<file path="config.mk">
export PLATFORM = sky130hd
export DESIGN_NAME = chunked_adder
export DESIGN_NICKNAME = d
export VERILOG_FILES = /design/src/rtl/chunked_adder.sv
export SDC_FILE = /design/constraint.sdc
export NUM_CORES = 1
export LEC_CHECK = 0
export BUFFER_PORTS_ARGS = -buffer_cell sky130_fd_sc_hd__buf_4
export CORE_UTILIZATION = 45
export CTS_BUF_LIST = sky130_fd_sc_hd__clkbuf_8
export DETAILED_ROUTE_END_ITERATION = 16
export GPL_TIMING_DRIVEN = 0
export PLACE_DENSITY = 0.79
export RECOVER_POWER = 50
export SYNTH_ARGS = -nofsm -noshare
export SYNTH_HDL_FRONTEND = slang
export SYNTH_SLANG_ARGS = --single-unit
</file>
<file path="constraint.sdc">
create_clock -name clk -period 3.71 [get_ports clk]
set_input_delay 0.1855 -clock clk [delete_from_list [all_inputs] [get_ports clk]]
set_output_delay 0.1855 -clock clk [all_outputs]
set_load 0.02 [all_outputs]
</file>
<file path="src/rtl/chunked_adder.sv">
// chunked_adder: N-bit add/subtract computed W bits per clock with valid/ready handshakes
module chunked_adder #(
  parameter int N = 32,
  parameter int W = 8
) (
  input  logic         clk,
  input  logic         rst,
  input  logic [N-1:0] a,
  input  logic [N-1:0] b,
  input  logic         c_in,
  input  logic         sub,
  input  logic         i_valid,
  output logic         i_ready,
  output logic [N-1:0] y,
  output logic         c_out,
  output logic         overflow,
  output logic         o_valid,
  input  logic         o_ready
);
  localparam int NC = N / W;
  localparam int KW = NC > 1 ? $clog2(NC) : 1;
  typedef enum logic [1:0] {IDLE, RUN, DONE} state_t;
  state_t        r_state, w_next;
  logic [N-1:0]  r_a, r_b, r_y;
  logic          r_carry, r_cout, r_ovf;
  logic [KW-1:0] r_k;
  logic          w_accept, w_last;
  logic [W-1:0]  w_ca, w_cb;
  logic [W:0]    w_sum;
  assign w_accept = i_valid & i_ready;
  assign w_last   = r_k == KW'(NC - 1);
  assign w_ca     = r_a[int'(r_k) * W +: W];
  assign w_cb     = r_b[int'(r_k) * W +: W];
  assign w_sum    = (W + 1)'(w_ca) + (W + 1)'(w_cb) + (W + 1)'(r_carry);
  assign y        = r_y;
  assign c_out    = r_cout;
  assign overflow = r_ovf;
  // state register
  always_ff @(posedge clk)
    if (rst) r_state <= IDLE;
    else r_state <= w_next;
  // next state: DONE with o_ready and i_valid re-enters RUN directly
  always_comb
    w_next = r_state == IDLE ? (i_valid ? RUN : IDLE) :
             r_state == RUN  ? (w_last ? DONE : RUN) :
             r_state == DONE ? (o_ready ? (i_valid ? RUN : IDLE) : DONE) : IDLE;
  // handshake outputs
  always_comb begin
    i_ready = (r_state == IDLE) | ((r_state == DONE) & o_ready);
    o_valid = r_state == DONE;
  end
  // datapath: subtraction folds into inverted B with carry-in forced high
  always_ff @(posedge clk)
    if (rst) begin
      r_y     <= '0;
      r_cout  <= 1'b0;
      r_ovf   <= 1'b0;
      r_k     <= '0;
      r_carry <= 1'b0;
    end else if (w_accept) begin
      r_a     <= a;
      r_b     <= sub ? ~b : b;
      r_carry <= sub | c_in;
      r_k     <= '0;
    end else if (r_state == RUN) begin
      r_y[int'(r_k) * W +: W] <= w_sum[W-1:0];
      r_carry <= w_sum[W];
      r_k     <= r_k + KW'(1);
      if (w_last) begin
        r_cout <= w_sum[W];
        r_ovf  <= (r_a[N-1] == r_b[N-1]) & (w_sum[W-1] != r_a[N-1]);
      end
    end
endmodule
</file>
# Yosys cells after proc, flatten, opt, wreduce, memory -nomap -nowiden

Cells that the tools add are included.

Input port bits: 70
Memories: 0
Latch bits: 0
Bits in read-only memories: 0
Bits in writable memories: 0
Output and inout bits: 36
Register bits: 103
Logic and storage cells: 45

$lt $le $gt $ge: 0
Add/sub/neg operators: 4
Equality and inequality tests: 5
$mul: 0
Multiplexer cells: 10
Shift operators: 4
Div/mod/pow operators: 0
Bitwise gates (word level): 8
Reductions and logical operators: 6

Operators with widths:

| kind                    | number |
|---|---|
| $shiftx 32x6->8         | 2 |
| $neg 5->33              | 1 |
| $shift 8x33->32 const A | 1 |
| $shiftx 8x33->32        | 1 |
| $bwmux 32               | 1 |
| $mux 32                 | 1 |
| $not 32->32             | 1 |
| $mux 2                  | 5 |
| $add 8x8->9             | 1 |
| $add 9x1->9             | 1 |
| $eq 2x2->1 const B      | 2 |
| $reduce_and 2->1        | 2 |
| $and 1x1->1             | 3 |
| $mux 1                  | 3 |
| $reduce_and 3->1        | 1 |
| $add 2x1->2 const B     | 1 |
| $eq 2x1->1 const B      | 1 |
| $logic_not 2->1         | 1 |
| $not 1->1               | 2 |
| $or 1x1->1              | 2 |
| $reduce_bool 2->1       | 1 |
| $reduce_or 2->1         | 1 |
| $eq 1x1->1              | 1 |
| $ne 1x1->1              | 1 |

# Logic depth before layout (Yosys ltp)

Gate-level depths: netlist of the first run.

Depth after elaboration: 6
Gate-level depth with buffers: 10
Gate-level depth less buffers: 9

# Worst setup path before layout of the first run

Ideal clock, no wire load.

Path type: register to register
From: register r_state[0]
To: register r_a[0] (enable)
Stages on the path, launching flop included: 4
Required time: 3.223 ns
Data arrival time: 3.567 ns
Setup slack: -0.344 ns
Buffers on the path: 0
Period minus slack after synthesis: 4.054 ns
Library setup time: 0.487 ns
Path through: dfxtp_1 a21oi_1 nand2_1 nor2_1

Longest elaborated chain between the ends: 5
Elaborated cells on any way between the ends: 6
Classes of those cells: eq/ne (1); bitwise (3); reduce/logical (2)

Ends and longest elaborated chain:

| element                        | RTL line | RTL |
|---|---|---|
| start: declaration             | 23       | `state_t r_state, w_next;` |
| start signal: assignment       | 41       | `else r_state <= w_next;` |
| $eq 2x2->1                     | 49       | `i_ready = (r_state == IDLE) \| ((r_state == DONE) & o_ready);` |
| $and 1x1->1                    | 49       |  |
| $or 1x1->1 (*)                 | 49       |  |
| via i_ready                    | 13       | `output logic i_ready,` |
| $and 1x1->1 (*)                | 30       | `assign w_accept = i_valid & i_ready;` |
| $reduce_and 2->1 (no line) (*) | --       |  |
| end signal: assignment         | 61       | `r_a <= a;` |
| end: declaration               | 24       | `logic [N-1:0] r_a, r_b, r_y;` |

Mark *: on every way through the listed nets, which the timed path passes. The rest lies on a longest branch.
A chain may end at the register's enable or synchronous reset.

# Worst setup path after layout of the first run

From: register r_k[0]
To: register r_cout, in the netlist c_out

Longest elaborated chain between the ends: 3
Elaborated cells on any way between the ends: 6
Classes of those cells: add/sub (2); eq/ne (1); shift (2); reduce/logical (1)

Ends and longest elaborated chain:

| element                            | RTL line | RTL |
|---|---|---|
| start: declaration                 | 26       | `logic [KW-1:0] r_k;` |
| start signal: assignment           | 68       | `r_k <= r_k + KW'(1);` |
| $shiftx 32x6->8 (on tied branches) | 32, 33   |  |
| $add 8x8->9                        | 34       | `assign w_sum = (W + 1)'(w_ca) + (W + 1)'(w_cb) + (W + 1)'(r_carry);` |
| $add 9x1->9                        | 34       |  |
| end signal: assignment             | 70       | `r_cout <= w_sum[W];` |
| end: declaration                   | 25       | `logic r_carry, r_cout, r_ovf;` |

Several ways; a longest one is shown, not always the timed one.

==> results.md, run 1 <==
* Leak at 0.00214 uW
* Die X at 102 um
* Slew Viols, Final at 0
* Vias post-DR at 3,089
* Hold-critical path depth at 4
* CTS tree: yes
* Grt total ovfl at 0
* Layout area overhead at 29.5%
* CP endpoint kind: flip-flop
* Dpl cells at 553
* Setup Skew at 0.00820 ns
* ANT nets after route at 0
* Post-route setup slack at 0.292 ns
* Most frequent cells after synthesis: edfxtp_1, dfxtp_1, nor2_1
* Synth Net Count at 401
* IO buf count at 103
* Layout cells sized above 1 at 24.6%
* First-pass GRT wire length at 14,800 um
* RSZ-0062 raised after global routing: false
* Reg2reg setup slack at 0.29 ns
* Outcome: complete, no violations
* IO Pins at 106
* Area leader, netlist: edfxtp_1
* CTS Buf Count at 9
* RR Endpoint: c_out$_SDFFE_PP0P_
* Top post-synthesis cells by area: edfxtp_1, dfxtp_1, mux4_2
* Count leader, synth: edfxtp_1
* Launch point of the worst reg-to-reg path: r_k[0]$_SDFFE_PP0P_
* Worst-margin pin slew at 0.765 ns
* GR Util All Layers at 19.0%
* CTS clk-pin slew, worst paths at 0.10 ns
* Fraction of registers with async set or reset after synthesis at 0%
* Die outline area at 10,400 um^2
* HP Class: in2reg
* Synth top area share at 42.7%
* Max VDD drop at 0.181 mV
* Pre-antenna DRT Iters at 4
* Yosys reg bits at 103
* Crit path kind: reg2reg
* Via/cell ratio at 5.14
* GP Congestion at 0.773
* TritonCTS Sinks at 103
* Initial core utilization at 46.3%
* Die H at 102 um
* Row Count at 36
* Required time of the critical path at 3.94 ns
* # diodes at 0
* Worst Path Arrival at 3.65 ns
* Final Critical Period at 3.42 ns
* FMAX at 0.293 GHz
* Sequential area share after synthesis at 60.0%
* H-tree depth at 3
* FILL cells at 803
* HP Start: o_ready
* Setup TNS at 0 ns
* Final Cycle Share at 92.1%
* DRC at 0
* CORE AREA at 9730 um^2
* Root Buffer: clkbuf_8
* Syn avg cell area at 14.3 um^2
* Yosys warnings at 0
* WL/cell at 15.7 um
* Hold Path Sink: r_state[1]$_SDFF_PP0_
* Final hold viol count at 0
* Final HPWL DP at 6750 um
* Worst Setup Slack post-DPL at 0.162 ns
* Initial antenna violation count at 0
* Initial DRC count at 129
* Power Dens Cells at 402 nW/um^2
* Synth unique cells at 45
* Crit path launch type: flip-flop
* Vias in the first global route at 3,014
* Skew-Pair Late Insertion Delay at 0.37 ns
* Net count, final at 548
* # setup viols final at 0
* WL final at 9440 um
* Pin count of the biggest net entering global routing at 40
* Power, Total at 2350 uW
* Cells after Synth at 316
* Mapped Area at 4500 um^2
* CP Max Fanout at 10
* Fin cells at 601
* Post-synth EDFFs at 64
* Slew HR at 48.8%
* Clk buf depth at 2
* Ys flop type: edfxtp_1
* Max_cap viols at 0
* R2R depth at 9
-- metal layers --
layer  track usage, %  part of all wire (%)
met2             32.5                    49
met4             8.02                   2.1
met1             24.1                    44
met3             3.08                   5.5
met5                0                     0
-- worst max-delay path, cell delays in order, from the launching register on --
cell      delay [ns]
dfxtp_1         0.44
buf_4           0.29
buf_2           0.38
mux4_2          0.57
ha_1            0.36
nor2b_1         0.17
o31a_1          0.27
or4_1           0.41
a31oi_1         0.26
a211oi_1        0.12
-- stage by stage --
step / hold WS [ns] / utilization [%] / area (um^2)
4_1_cts: 0.0625 / 61.4 / 5970
5_1_grt: 0.0871 / 59.9 / 5830
2_1_floorplan: 0.284 / - / 4510
6_report: 0.0733 / 59.9 / 5830
3_5_place_dp: 0.365 / 56.2 / 5470
3_3_place_gp: 0.365 / 56.0 / 5450
-- cell type report --
| cell class | instances | area, um^2 | share of cell area (%) |
|---|---|---|---|
| Timing Repair Buffer | 136 | 982 | 16.8 |
| Buffer | 13 | 55.1 | 0.944 |
| Tap cell | 133 | 166 | 2.85 |
| Clock inverter | 7 | 57.6 | 0.987 |
| Sequential cell | 103 | 2700 | 46.3 |
| Clock buffer | 9 | 124 | 2.12 |
| Multi-Input combinational cell | 191 | 1710 | 29.3 |
| Inverter | 9 | 33.8 | 0.579 |
-- placed cells by master (no fill, tap or decap), drive strengths merged, types with 7 or more instances in the layout --
master,netlist,routed
xor2,32,32
nor2,37,37
nand2,7,7
clkbuf,6,87
dlygate4sd3,0,32
inv,9,11
mux4,16,16
buf,7,39
a22oi,28,28
dfxtp,39,39
ha,13,13
edfxtp,64,64
a21oi,8,8
-- sequential cells by signal, indices dropped and copies added, names as in the netlist --
signal	count
r_state	2
r_k	2
r_carry	1
c_out	1
y	32
overflow	1
r_a	32
r_b	32
-- worst max path at each step --
stage	from	end	slack, ns
CTS	r_k[1]$_SDFFE_PP0P_	c_out$_SDFFE_PP0P_	0.14
detailed placement	r_k[1]$_SDFFE_PP0P_	c_out$_SDFFE_PP0P_	0.16
global route	r_k[0]$_SDFFE_PP0P_	overflow$_SDFFE_PP0P_	0.01
finish	r_k[0]$_SDFFE_PP0P_	c_out$_SDFFE_PP0P_	0.29
global placement	r_k[1]$_SDFFE_PP0P_	r_carry$_SDFFE_PP0P_	0.16
floorplan	r_k[0]$_SDFFE_PP0P_	r_carry$_SDFFE_PP0P_	0.68
-- timing repair --
action,CTS,global route
hold endpoints to repair,32,0
endpoints found under the setup margin,0,3
resized for setup,0,1
setup buffers,0,0
hold buffers,32,0
-- cells by family (layout without fill, tap and decap cells) --
logic type | count (synthesis) | count (layout) | synth area share [%]
adders and majority gates | 15 | 15 | 4.50
and+or+nand+nor | 66 | 66 | 8.44
buffers and inverters | 22 | 174 | 2.19
DFF | 103 | 103 | 60.0
muxes | 18 | 18 | 8.56
AOI/OAI and AO/OA | 56 | 56 | 9.31
xor gates and xnor gates | 36 | 36 | 7.00
-- power by group --
group	total, uW	internal [uW]	switching (uW)
clock network	647	252	395
logic	411	187	223
registers	1290	1270	16.7
total	2350	1710	635
Power figures use the tool's default switching activity.
==> run 2, diff against run 1 <==
--- a/config.mk
+++ b/config.mk
@@ -5,6 +5,7 @@
 export SDC_FILE = /design/constraint.sdc
 export NUM_CORES = 1
 export LEC_CHECK = 0
+export ABC_AREA = 1
 export BUFFER_PORTS_ARGS = -buffer_cell sky130_fd_sc_hd__buf_4
 export CORE_UTILIZATION = 45
 export CTS_BUF_LIST = sky130_fd_sc_hd__clkbuf_8
==> run 2 against run 1 <==
Via count rose by 25%. Die area rose by 3.3%. Clock power rose by 4.2%. Worst setup slack improved by 0.25 ns. Largest power group unchanged. Core utilization rose by 0.41 points. Flip-flop and latch count did not move. Highest routed layer unchanged. Count of clock-buffer cells in the layout rose by 1. Critical endpoint is now y[12]$_SDFFE_PP0P_. Clock skew rose by 0.0019 ns. Critical path depth rose by 5.
==> results.md, run 2 <==
* TritonCTS Sinks at 103 (unchanged)
* CTS tree: yes
* First-pass GRT wire length at 17,600 um (+20%)
* Initial antenna violation count at 0 (unchanged)
* Die H at 104 um (+1.7%)
* Max_cap viols at 0 (unchanged)
* Required time of the critical path at 4.02 ns (+0.08 ns)
* Row Count at 36 (unchanged)
* Worst-margin pin slew at 0.773 ns (+0.00797 ns)
* Synth Area in Compound Gates at 10.9% (+1.6 points)
* Clk buf depth at 2 (unchanged)
* Commonest non-fill, non-tap cell in the layout: nand2_1
* Pin count of the biggest net entering global routing at 40 (unchanged)
* ANT nets after route at 0 (unchanged)
* Skew-Pair Late Insertion Delay at 0.37 ns (about the same)
* # setup viols final at 0 (unchanged)
* Synth top area share at 41.3% (-1.4 points)
* Sequential area share after synthesis at 58.0% (-2.0 points)
* Post-synth EDFFs at 64 (unchanged)
* FMAX at 0.316 GHz (+8.0%)
* Leak at 0.00233 uW (+9.2%)
* Max VDD drop at 0.200 mV (+10%)
* Top post-synthesis cells by area: edfxtp_1, dfxtp_1, nand2_1
* CP endpoint kind: flip-flop
* Power Dens Cells at 412 nW/um^2 (+2.3%)
* WL final at 11,200 um (+19%)
* Yosys reg bits at 103 (unchanged)
* Crit-path slowest cell: fa_1
* Grt total ovfl at 0 (unchanged)
* Final HPWL DP at 8000 um (+19%)
* Die outline area at 10,800 um^2 (+3.3%)
* GR Util All Layers at 20.8% (+1.8 points)
* Vias post-DR at 3,864 (+25%)
* Cell Chain, Critical Path: buf_6 -> inv_1 -> buf_2 -> buf_2 -> nor2_1 -> o22ai_1 -> fa_1 -> inv_1 -> fa_1 -> inv_1 -> a21oi_1 -> xnor2_1 -> nand4_1 -> a21oi_1
* CTS Buf Count at 9 (unchanged)
* RSZ-0062 raised after global routing: false
* Most frequent cells after synthesis: nand2_1, edfxtp_1, nor2_1
* Slowest cell delay on critical path at 0.46 ns (-0.11 ns)
* Power, Total at 2460 uW (+4.9%)
* CP dominant cell by count: inv_1
* Final hold viol count at 0 (unchanged)
* Slew Viols, Final at 0 (unchanged)
* Yosys warnings at 0 (unchanged)
* CTS clk-pin slew, worst paths at 0.10 ns (about the same)
* Crit path launch type: flip-flop
* Net count, final at 690 (+26%)
* Layout cells sized above 1 at 16.2% (-8.3 points)
* Area leader, netlist: edfxtp_1
* Multiplexer share of the synthesized area at 0% (-8.6 points)
* Syn avg cell area at 10.1 um^2 (-29%)
* Root Buffer: clkbuf_8
* Pre-antenna DRT Iters at 5 (+1)
* Most frequent cells in the layout: nand2_1, edfxtp_1, clkbuf_1
* Initial DRC count at 219 (+70%)
* Vias in the first global route at 3,743 (+24%)
* Worst Setup Slack post-DPL at 0.632 ns (+0.469 ns)
* Ys flop type: edfxtp_1
* Worst Path Arrival at 3.47 ns (-0.18 ns)
* Slew HR at 48.3% (-0.53 points)
* HP Class: in2reg
* Via/cell ratio at 5.20 (+1.2%)
* Fraction of registers with async set or reset after synthesis at 0% (unchanged)
* Initial core utilization at 47.0% (+0.70 points)
* Post-CTS sizing at 0 (unchanged)
* Final Cycle Share at 85.3% (-6.8 points)
* Synth unique cells at 36 (-20%)
* Die X at 104 um (+1.7%)
* Largest family of logic cells by synthesized area: simple AND/OR/NAND/NOR gates
* WL/cell at 15.1 um (-4.0%)
* Mapped Area at 4660 um^2 (+3.4%)
* Adder-cell area share of the yosys netlist at 4.35% (-0.15 points)
* Post-route setup slack at 0.545 ns (+0.253 ns)
* CP Max Fanout at 10 (unchanged)
* Layout area overhead at 28.4%
* IO buf count at 103 (unchanged)
* Xor/xnor share of the synthesized area at 6.58% (-0.42 points)
* Count leader, synth: nand2_1
* IO Pins at 106 (unchanged)
* H-tree depth at 3 (unchanged)
* CORE AREA at 9910 um^2 (+1.9%)
* DRC at 0 (unchanged)
* Final Critical Period at 3.17 ns (-0.253 ns)
* GP Congestion at 0.890 (+15%)
* Post-Synth Simple-Gate Area at 15.2% (+6.7 points)
* Synth Net Count at 544 (+36%)
* Setup TNS at 0 ns (unchanged)
* Setup Skew at 0.0101 ns (+0.00194 ns)
* # diodes at 0 (unchanged)
* Cells after Synth at 459 (+45%)
* Outcome: complete, no violations
* Crit path kind: reg2reg
run 2: cell count changes after synthesis, moves of 4 or more:
cell      delta
nor2b_1      -4
clkbuf_1     +4
o21ai_0     +27
nand3_1     +14
nand4_1      +9
a22oi_1     -25
o22ai_1     +14
mux4_2      -16
nand2_1     +85
inv_1       +20
a21oi_1     +30
run 2: layout make-up:
| cell class | instances | area (um^2) |
|---|---|---|
| buffer | 21 | 110 |
| fill | 863 | 3930 |
| timing repair buffer | 135 | 965 |
| tap | 133 | 166 |
| inverter | 31 | 116 |
| clock inverter | 6 | 51.3 |
| multi-input combinational | 304 | 1730 |
| clock buffer | 10 | 138 |
| sequential | 103 | 2700 |
run 2: path summary, 6_finish.rpt:
path	startpoint	to	slack (ns)	cells after the start
min reg2reg	y[16]$_SDFFE_PP0P_	y[16]$_SDFFE_PP0P_	0.47	2
max	r_k[0]$_SDFFE_PP0P_	y[12]$_SDFFE_PP0P_	0.54	14
min	rst	y[0]$_SDFFE_PP0P_	0.05	2
max reg2reg	r_k[0]$_SDFFE_PP0P_	y[12]$_SDFFE_PP0P_	0.54	14
run 2: timing repair:
action | 4_1_cts | 5_1_grt
hold endpoints to repair | 29 | 2
buffers inserted | 0 | 0
hold buffers | 29 | 2
run 2: cell families after synthesis:
kind of cell	count (synthesis)
simple gates	162
buf+inv	52
flops	103
xor+xnor	35
compound gates	92
fa+ha+maj	15
run 2: worst max-delay path, delay by kind of cell (launching register included):
family,cells,cell delay [ns]
buf+inv,6,0.86
fa+ha+maj,2,0.70
compound gates,3,0.49
xor+xnor,1,0.46
flops,1,0.37
simple gates,2,0.23
run 2: power breakdown:
part / switching (uW) / leakage [uW] / total [uW] / internal [uW]
sequential: 21.1 / 0.000908 / 1300 / 1280
clock: 400 / 0.0000992 / 674 / 273
combinational: 302 / 0.00132 / 489 / 187
run 2: per-layer routing:
| layer | track usage [%] | wire length, um |
|---|---|---|
| met2 | 36.4 | 5560 |
| met1 | 25.6 | 4690 |
| met5 | 0 | 0 |
| met4 | 8.37 | 265 |
| met3 | 3.40 | 697 |
run 2: per-stage QoR:
step / cell area, um^2 / cells / util [%] / hold WS, ns
after CTS: 6100 / 741 / 61.6 / 0.000460
after global placement: 5600 / 695 / 56.5 / 0.365
final: 5980 / 743 / 60.4 / 0.0457
after floorplan: 4660 / 459 / - / 0.284
after global routing: 5980 / 743 / 60.4 / 0.0487
after detailed placement: 5620 / 696 / 56.8 / 0.365
==> run 3, diff against run 2 <==
--- a/config.mk
+++ b/config.mk
@@ -9,6 +9,7 @@
 export BUFFER_PORTS_ARGS = -buffer_cell sky130_fd_sc_hd__buf_4
 export CORE_UTILIZATION = 45
 export CTS_BUF_LIST = sky130_fd_sc_hd__clkbuf_8
+export CTS_CLUSTER_SIZE = 8
 export DETAILED_ROUTE_END_ITERATION = 16
 export GPL_TIMING_DRIVEN = 0
 export PLACE_DENSITY = 0.79
==> constraint.sdc (replaced) <==
create_clock -name clk -period 2.53 [get_ports clk]
set_input_delay 0.1265 -clock clk [delete_from_list [all_inputs] [get_ports clk]]
set_output_delay 0.1265 -clock clk [all_outputs]
set_load 0.02 [all_outputs]
==> run 3 against run 2 <==
Flip-flop and latch count is the same. Cell count grew 2.3%. Register-to-register slack lost 0.56 ns. Count of clock-buffer cells in the layout grew 1. Global-route usage grew 0.97 points. Total power grew 59%. The run now ends with negative setup slack left. Clock skew grew 0.0054 ns. First-iteration DRC count grew 32%. Critical path depth shrank 2. Core utilization grew 4.5 points.
==> results.md, run 3 (synthesis gave the netlist of run 2 again) <==
* Outcome: finished, violations left
* Failing checks: negative setup slack
* Max VDD drop at 0.301 mV (+51%)
* TritonCTS Sinks at 103 (unchanged)
* Placed inst area at 5660 um^2 (+0.62%)
* First-pass GRT wire length at 18,300 um (+4.0%)
* Final core occ at 64.8% (+4.5 points)
* # setup viols final at 1 (+1)
* Combinational share of power at 23.5% (+3.6 points)
* Skew-Pair Late Insertion Delay at 0.38 ns (about the same)
* Row Count at 36 (unchanged)
* Final Critical Period at 2.55 ns (-0.620 ns)
* CTS Buf Count at 9 (unchanged)
* FMAX at 0.393 GHz (+24%)
* Fin cells at 760 (+2.3%)
* Layout cells sized above 1 at 25.4% (+9.1 points)
* Net Sw Frac at 28.8% (-0.60 points)
* Slew HR at 50.6% (+2.3 points)
* Vias post-DR at 4,011 (+3.8%)
* Crit path kind: reg2reg
* Die H at 104 um (unchanged)
* Worst Setup SP: r_k[0]$_SDFFE_PP0P_
* Dpl cells at 697 (+0.14%)
* Leak at 0.00253 uW (+8.4%)
* Die outline area at 10,800 um^2 (unchanged)
* Net Sw Power at 1130 uW (+56%)
* Required time of the critical path at 2.84 ns (-1.18 ns)
* Int Pwr at 2790 uW (+60%)
* Net count, final at 707 (+2.5%)
* RSZ-0062 raised after global routing: true
* WL/cell at 15.9 um (+5.5%)
* GP Congestion at 0.893 (+0.37%)
* Initial core utilization at 47.0% (unchanged)
* WL final at 12,100 um (+8.0%)
* Final HPWL DP at 8070 um (+0.81%)
* Pin count of the biggest net entering global routing at 25 (-38%)
* DRC at 0 (unchanged)
* CP endpoint kind: flip-flop
* Root Buffer: clkbuf_8
* Via/cell ratio at 5.28 (+1.5%)
* Grt total ovfl at 0 (unchanged)
* Launch point of the worst reg-to-reg path: r_k[0]$_SDFFE_PP0P_
* Commonest non-fill, non-tap cell in the layout: nand2_1
* Layout area overhead at 37.9%
* Worst Path Arrival at 2.86 ns (-0.61 ns)
* Die X at 104 um (unchanged)
* Cell Chain, Critical Path: buf_6 -> inv_4 -> buf_8 -> buf_12 -> nor2_4 -> o22ai_2 -> fa_2 -> inv_2 -> fa_2 -> nor3_1 -> a22oi_1 -> nor2_1
* Clk buf depth at 2 (unchanged)
* # diodes at 0 (unchanged)
* Vias in the first global route at 3,722 (-0.56%)
* CORE AREA at 9910 um^2 (unchanged)
* RR Endpoint: y[25]$_SDFFE_PP0P_
* Final hold viol count at 0 (unchanged)
* CTS clk-pin slew, worst paths at 0.10 ns (about the same)
* H-tree depth at 3 (unchanged)
* Power Dens Cells at 609 nW/um^2 (+48%)
* HP Class: in2reg
* IO buf count at 103 (unchanged)
* IO Pins at 106 (unchanged)
* Crit-path slowest cell: fa_2
* CP Max Fanout at 7 (-3)
* Slew Viols, Final at 0 (unchanged)
* ANT nets after route at 0 (unchanged)
* Pre-antenna DRT Iters at 5 (unchanged)
* Post-route setup slack at -0.0157 ns (-0.560 ns)
* GR Util All Layers at 21.8% (+0.97 points)
* Reg2reg setup slack at -0.02 ns (-0.56 ns)
* CTS tree: yes
* Power, Total at 3910 uW (+59%)
* FILL cells at 780 (-9.6%)
* Crit path launch type: flip-flop
* Initial antenna violation count at 0 (unchanged)
* R2R depth at 12 (-2)
* Worst-margin pin slew at 0.738 ns (-0.0356 ns)
* CP Capture Point: y[25]$_SDFFE_PP0P_
* CP dominant cell by count: fa_2
* Flop pwr share at 48.7% (-4.0 points)
* Initial DRC count at 288 (+32%)
* Clock group share of total power at 27.8% (+0.4 points)
* Most frequent cells in the layout: nand2_1, edfxtp_1, buf_4
* Slowest cell delay on critical path at 0.45 ns (about the same)
* Final Cycle Share at 101% (+15 points)
* Finished Cell Area at 6420 um^2 (+7.4%)
* Max_cap viols at 0 (unchanged)
* Setup Skew at 0.0155 ns (+0.00538 ns)
-- run 3: changes by cell type in the layout (fill, tap and decap cells not counted), sizes merged --
cell	change
clkinvlp	+1
bufinv	+1
dlygate4sd3	+3
clkbuf	-3
inv	+1
buf	+18
clkinv	-4
-- run 3: routing by layer --
layer | GRT usage (%) | routed length, um
met1 | 27.2 | 4920
met2 | 37.6 | 6010
met3 | 3.90 | 843
met4 | 8.16 | 333
met5 | 0 | 0
-- run 3: cell type report --
cell class	instances	area, um^2	share of cell area [%]
Sequential cell	103	2710	42.2
Timing Repair Buffer	152	1150	18.0
Tap cell	133	166	2.59
Buffer	21	155	2.42
Clock buffer	11	151	2.36
Clock inverter	5	61.3	0.954
Inverter	31	121	1.89
Multi-Input combinational cell	304	1910	29.7
-- run 3: how the worst min path moves through the flow --
stage	to	cells after the start	startpoint
after floorplan	r_a[0]$_DFFE_PP_	0	a[0]
after global placement	r_a[29]$_DFFE_PP_	1	a[29]
after detailed placement	r_a[17]$_DFFE_PP_	1	a[17]
after CTS	y[31]$_SDFFE_PP0P_	2	rst
after global routing	r_b[21]$_DFFE_PP_	2	b[21]
final	r_b[6]$_DFFE_PP_	2	b[6]
-- run 3: worst max-delay path: cells and delay by family, from the launching register on --
kind	cells	cell delay (ns)
adder cells (fa/ha/maj)	2	0.83
AND/OR/NAND/NOR	3	0.56
buffers and inverters	5	0.51
flip-flops	1	0.35
AO/OA/AOI/OAI	2	0.22
-- run 3: what timing repair did --
action | CTS | global route
endpoints found under the setup margin | 34 | 26
gates cloned | 0 | 2
hold endpoints to repair | 35 | 2
buffers inserted | 2 | 9
hold buffers | 33 | 1
pin swaps | 5 | 16
resized for setup | 34 | 39
-- run 3: per-stage QoR --
step	setup WS, ns	TNS, ns	hold WS (ns)
6_report	-0.0157	-0.0157	0.0355
3_3_place_gp	-0.502	-7.57	0.306
3_5_place_dp	-0.651	-11.23	0.306
2_1_floorplan	0.0463	0	0.225
5_1_grt	-0.152	-0.865	0.0266
4_1_cts	-0.00427	-0.00427	-0.0161
-- run 3: power groups by stage --
stage	registers, uW	clock network [uW]	logic (uW)
floorplan	1950	0	408
global placement	1940	0	660
detailed placement	1940	0	700
CTS	1900	1080	796
global route	1910	1160	989
finish	1910	1090	922
